$ cat config.mk
export PLATFORM = sky130hd
export DESIGN_NAME = key_event_decoder
export DESIGN_NICKNAME = d
export VERILOG_FILES = /design/src/rtl/key_pkg.sv /design/src/rtl/key_event_decoder.sv
export SDC_FILE = /design/constraint.sdc
export NUM_CORES = 1
export LEC_CHECK = 0
export ABC_CLOCK_PERIOD_IN_PS = 3000
export CAP_MARGIN = 20
export CORE_ASPECT_RATIO = 1.25
export CORE_UTILIZATION = 50
export DETAILED_ROUTE_END_ITERATION = 10
export PLACE_DENSITY = 0.69
export RECOVER_POWER = 50
export SLEW_MARGIN = 20
export SYNTH_ARGS = -nofsm -noshare
export SYNTH_HDL_FRONTEND = slang
export SYNTH_SLANG_ARGS = --single-unit
export TNS_END_PERCENT = 30
$ cat constraint.sdc
create_clock -name clk_1k -period 3 [get_ports clk_1k]
set_clock_uncertainty 0.05 [all_clocks]
set_input_delay 0.45 -clock clk_1k [delete_from_list [all_inputs] [get_ports clk_1k]]
set_output_delay 0.45 -clock clk_1k [all_outputs]
set_load 0.005 [all_outputs]
$ cat src/rtl/key_pkg.sv
// Shared definitions for the key event decoder: state encodings and default timing.
package key_pkg;

   // One clk_1k cycle is one millisecond; all *_MS timings count clock cycles.
   localparam int unsigned TICK_US = 1000;

   localparam int unsigned LONG_MS_DEF       = 1000;
   localparam int unsigned REPEAT_MS_DEF     = 200;
   localparam int unsigned DOUBLE_GAP_MS_DEF = 300;

   localparam int unsigned CNT_W = 16;

   typedef enum logic [2:0] {
      ST_IDLE,
      ST_PRESS,
      ST_LONG,
      ST_GAP,
      ST_WAIT_REL
   } key_state_e;

   // Counter increment that sticks at all-ones instead of wrapping.
   function automatic logic [CNT_W-1:0] sat_inc(input logic [CNT_W-1:0] v);
      return (v == '1) ? v : v + 1'b1;
   endfunction

endpackage

$ cat src/rtl/key_event_decoder.sv
// Key event decoder: classifies a debounced active-low key into short, long,
// auto-repeat and double-click events, all as registered one-cycle pulses.
module key_event_decoder
   import key_pkg::*;
#(
   parameter int unsigned LONG_MS       = LONG_MS_DEF,
   parameter int unsigned REPEAT_MS     = REPEAT_MS_DEF,
   parameter int unsigned DOUBLE_GAP_MS = DOUBLE_GAP_MS_DEF,
   parameter bit          DOUBLE_EN     = 1'b1
) (
   input  logic clk_1k,
   input  logic rst_n,
   input  logic key_n,
   input  logic enable,
   output logic short_pulse,
   output logic long_pulse,
   output logic repeat_pulse,
   output logic double_pulse,
   output logic held
);

   // PRESS sees cnt==LONG_MS-1 on the last held sample before the long event.
   localparam logic [CNT_W-1:0] LONG_LIM   = CNT_W'(LONG_MS - 1);
   localparam logic [CNT_W-1:0] REPEAT_LIM = CNT_W'(REPEAT_MS);
   localparam logic [CNT_W-1:0] GAP_LIM    = CNT_W'(DOUBLE_GAP_MS);

   key_state_e       state_q, state_d;
   logic [CNT_W-1:0] cnt_q, cnt_d;
   logic             prev_q, prev_d;
   logic             arm_q, arm_d;
   logic             short_q, short_d;
   logic             long_q, long_d;
   logic             repeat_q, repeat_d;
   logic             double_q, double_d;
   logic             held_q, held_d;
   logic             press_edge;

   // prev resets to 1, so a key already held across reset would look like a
   // fresh edge; arm stays low until the key has been seen released.
   always_comb begin
      prev_d     = key_n;
      arm_d      = arm_q | key_n;
      press_edge = prev_q & ~key_n & arm_q;
   end

   // Next-state, counter and pulse decode.
   always_comb begin
      state_d  = state_q;
      cnt_d    = cnt_q;
      short_d  = 1'b0;
      long_d   = 1'b0;
      repeat_d = 1'b0;
      double_d = 1'b0;
      if (!enable) begin
         state_d = ST_IDLE;
         cnt_d   = '0;
      end else begin
         unique case (state_q)
            ST_IDLE: begin
               if (press_edge) begin
                  state_d = ST_PRESS;
                  cnt_d   = CNT_W'(1);
               end
            end
            ST_PRESS: begin
               if (key_n) begin
                  if (DOUBLE_EN) begin
                     state_d = ST_GAP;
                     cnt_d   = CNT_W'(1);
                  end else begin
                     state_d = ST_IDLE;
                     cnt_d   = '0;
                     short_d = 1'b1;
                  end
               end else if (cnt_q == LONG_LIM) begin
                  state_d = ST_LONG;
                  cnt_d   = CNT_W'(1);
                  long_d  = 1'b1;
               end else begin
                  cnt_d = sat_inc(cnt_q);
               end
            end
            ST_LONG: begin
               if (key_n) begin
                  state_d = ST_IDLE;
                  cnt_d   = '0;
               end else if (cnt_q == REPEAT_LIM) begin
                  cnt_d    = CNT_W'(1);
                  repeat_d = 1'b1;
               end else begin
                  cnt_d = sat_inc(cnt_q);
               end
            end
            ST_GAP: begin
               // A re-press on the expiry cycle still counts as a double click.
               if (press_edge) begin
                  state_d  = ST_WAIT_REL;
                  cnt_d    = '0;
                  double_d = 1'b1;
               end else if (cnt_q >= GAP_LIM) begin
                  state_d = ST_IDLE;
                  cnt_d   = '0;
                  short_d = 1'b1;
               end else begin
                  cnt_d = sat_inc(cnt_q);
               end
            end
            ST_WAIT_REL: begin
               if (key_n) begin
                  state_d = ST_IDLE;
                  cnt_d   = '0;
               end else begin
                  cnt_d = sat_inc(cnt_q);
               end
            end
            default: begin
               state_d = ST_IDLE;
               cnt_d   = '0;
            end
         endcase
      end
      held_d = (state_d == ST_LONG);
   end

   // State, counter, edge history and registered outputs.
   always_ff @(posedge clk_1k or negedge rst_n) begin
      if (!rst_n) begin
         state_q  <= ST_IDLE;
         cnt_q    <= '0;
         prev_q   <= 1'b1;
         arm_q    <= 1'b0;
         short_q  <= 1'b0;
         long_q   <= 1'b0;
         repeat_q <= 1'b0;
         double_q <= 1'b0;
         held_q   <= 1'b0;
      end else begin
         state_q  <= state_d;
         cnt_q    <= cnt_d;
         prev_q   <= prev_d;
         arm_q    <= arm_d;
         short_q  <= short_d;
         long_q   <= long_d;
         repeat_q <= repeat_d;
         double_q <= double_d;
         held_q   <= held_d;
      end
   end

   assign short_pulse  = short_q;
   assign long_pulse   = long_q;
   assign repeat_pulse = repeat_q;
   assign double_pulse = double_q;
   assign held         = held_q;

endmodule

==> metrics.txt <==
Crit Path Max Fanout=27; Syn Nets=194; Place WS=0.347 ns; footprint of the multi-input gates=876 um2; final worst-path cycle share=roughly four fifths; post-synth design cell area=1600 um2; I/O pin total=9; starting density of the core=a little over half; Ys Warns=0; Net count, final=202; critical path class=reg -> reg; Vias/cell=6.26; Worst Max-Slew Pin Slew=between 0.9 and 1 ns; Total GRT Usage=25.6%; Synth area leader=dfrtp_1; MaxCap Viol Count=0; antenna-violating nets left=0; WP data arrival=between 2 and 3 ns; Hold-fix buffers, CTS=0; Hold Fails Final Rpt=0; crit start category=flip-flop; Remaining DRCs=0; vias=1,447; final worst setup slack=0.551 ns; Hold Path Class=reg -> reg; vias in the first global route=1,484; Data required, critical path=3.17 ns; H-tree depth=1; most numerous cell in the Yosys netlist=dfrtp_1; largest net degree at the start of global routing=28; Yosys top cell area share=39.0%; Layout area overhead=8.51%; clk buf depth=2; routability cong.=0.939; CTS tree=built; die area=3440 um2; core area=3000 um2; leak pwr=0.671 nW; WL/cell=16.2 um; register area=about 650 um2; clock sink total=26; clk_lat worst skew=0.32 ns; Pre-antenna DRT Iters=4; FFs w/ async S/R, synth=100%; peak supply drop=between 0.2 and 0.3 mV; status=complete, no violations; first-pass GRT wire length=6520 um; Die Wd=52.6 um; # rows=22; Die H=65.3 um; layout cells sized above 1=7.69%; number of fill cells=269; cts repair resizes=0; ant diodes=0; total power=between 0.5 and 0.6 mW; initial DRC count=63; total clock buffers created by CTS=3; EDFF count, synth=0; top cells by area, synth=dfrtp_1, a21oi_1, nand2_1; Worst-path clk slew=0.14 ns; Seq cells post-synth=26; final setup vio count=0; Period minus WS final=~2.4 ns; Max Freq=408 MHz; final setup TNS=0 ns; crit end category=flip-flop; Most used DFF post-synth=dfrtp_1; Mapped Cells=188; Mean Syn Cell Area=8.53 um2; RSZ-0062 raised after global routing=no; Post-synth top cells=dfrtp_1, nand2_1, a21oi_1, nor2_1, nand3_1; pwr/cell area=330 nW/um2; Yosys cell types=47; GRT overflow=0; Final Non-Filler Cells=~230; Buffers on Ports=8; placed insts=227; Max-slew headroom=37.7%; post-synthesis sequential area ratio=40.7%; DP HPWL=~2700 um; initial antenna violation count=0; Fin Hold WS=~0.48 ns; Post-CTS Setup Inserts=0; clk root buf=clkbuf_4; final slew viol count=0; Total Wirelength=between 3000 and 4000 um
report_power, final:
| group | switching (mW) | leakage (nW) | total, mW | internal, mW |
|---|---|---|---|---|
| clock | 0.102 | 0.0150 | 0.154 | 0.0520 |
| sequential | 0.00566 | 0.353 | 0.361 | 0.355 |
| combinational | 0.0370 | 0.303 | 0.0593 | 0.0223 |
layout make-up:
cell class,count,share of cell area (%)
Inverter,7,1.51
Sequential cell,26,37.5
Clock buffer,4,1.51
Tap cell,36,2.59
Timing Repair Buffer,13,6.55
Multi-Input combinational cell,145,50.4
flip-flops by register name (all words and copies together), names as in the netlist:
name / flops
arm_q: 1
cnt_q: 16
double_pulse: 1
held: 1
long_pulse: 1
prev_q: 1
repeat_pulse: 1
short_pulse: 1
state_q: 3
kinds of logic (layout without fill, tap and decap cells):
family	count (synthesis)	count (layout)	share of synthesized area, %
AO/OA/AOI/OAI	43	43	18.3
XOR/XNOR	1	1	0.547
adder cells (fa/ha/maj)	2	2	1.56
buffers and inverters	17	24	4.68
flip-flops	26	26	40.7
multiplexers	3	3	1.87
AND/OR/NAND/NOR	96	96	32.4
critical path: stages (launching register included):
cell,delay (ns)
dfrtp_1,0.46
nor4_1,0.55
nand4_1,0.28
a21oi_1,0.31
a31oi_4,0.11
buf_4,0.23
a21o_1,0.19
a22o_1,0.19
routing by layer:
| metal | track usage [%] | vias to the layer above | routed length [um] |
|---|---|---|---|
| met5 | 0 | - | 0 |
| met4 | 11.8 | 0 | 70 |
| met3 | 3.24 | 6 | 94 |
| met2 | 45.3 | 30 | 2010 |
| met1 | 29.7 | 709 | 1560 |
| li1 | - | 702 | - |
through the flow:
stage	instance area, um2	utilization [%]
floorplan	1600	-
global placement	1720	57.2
detailed placement	1720	57.2
CTS	1740	58.1
global route	1740	58.0
finish	1740	58.0
cell usage in the layout (no fill, tap or decap), types with 2 or more instances in the layout:
cell type        count
clkbuf_4             3
a41oi_1              2
nand3b_1             2
nor3_1               8
and2_1               2
a31oi_1              5
dlygate4sd3_1        2
nor2_1              18
nor4_1               2
clkdlybuf4s50_1      6
nor4b_1              3
mux2i_1              3
nand3_1             15
o21ai_0              7
nand2_1             21
buf_4                4
inv_1                7
ha_1                 2
nor3b_1              2
a21o_1               2
clkbuf_1             2
a21oi_1             18
nand4_1              9
dfrtp_1             25
path summary, 6_finish.rpt:
check / from / end / slack [ns] / cells after the start
setup / recovery: cnt_q[14] / cnt_q[5] / 0.55 / 7
hold / removal: arm_q / arm_q / 0.48 / 1
setup reg to reg: cnt_q[14] / cnt_q[5] / 0.55 / 7
hold reg to reg: arm_q / arm_q / 0.48 / 1
max in group asynchronous: rst_n / cnt_q[9] / 1.26 / 2
min in group asynchronous: rst_n / state_q[0] / 0.53 / 1
Power figures use the tool's default switching activity.
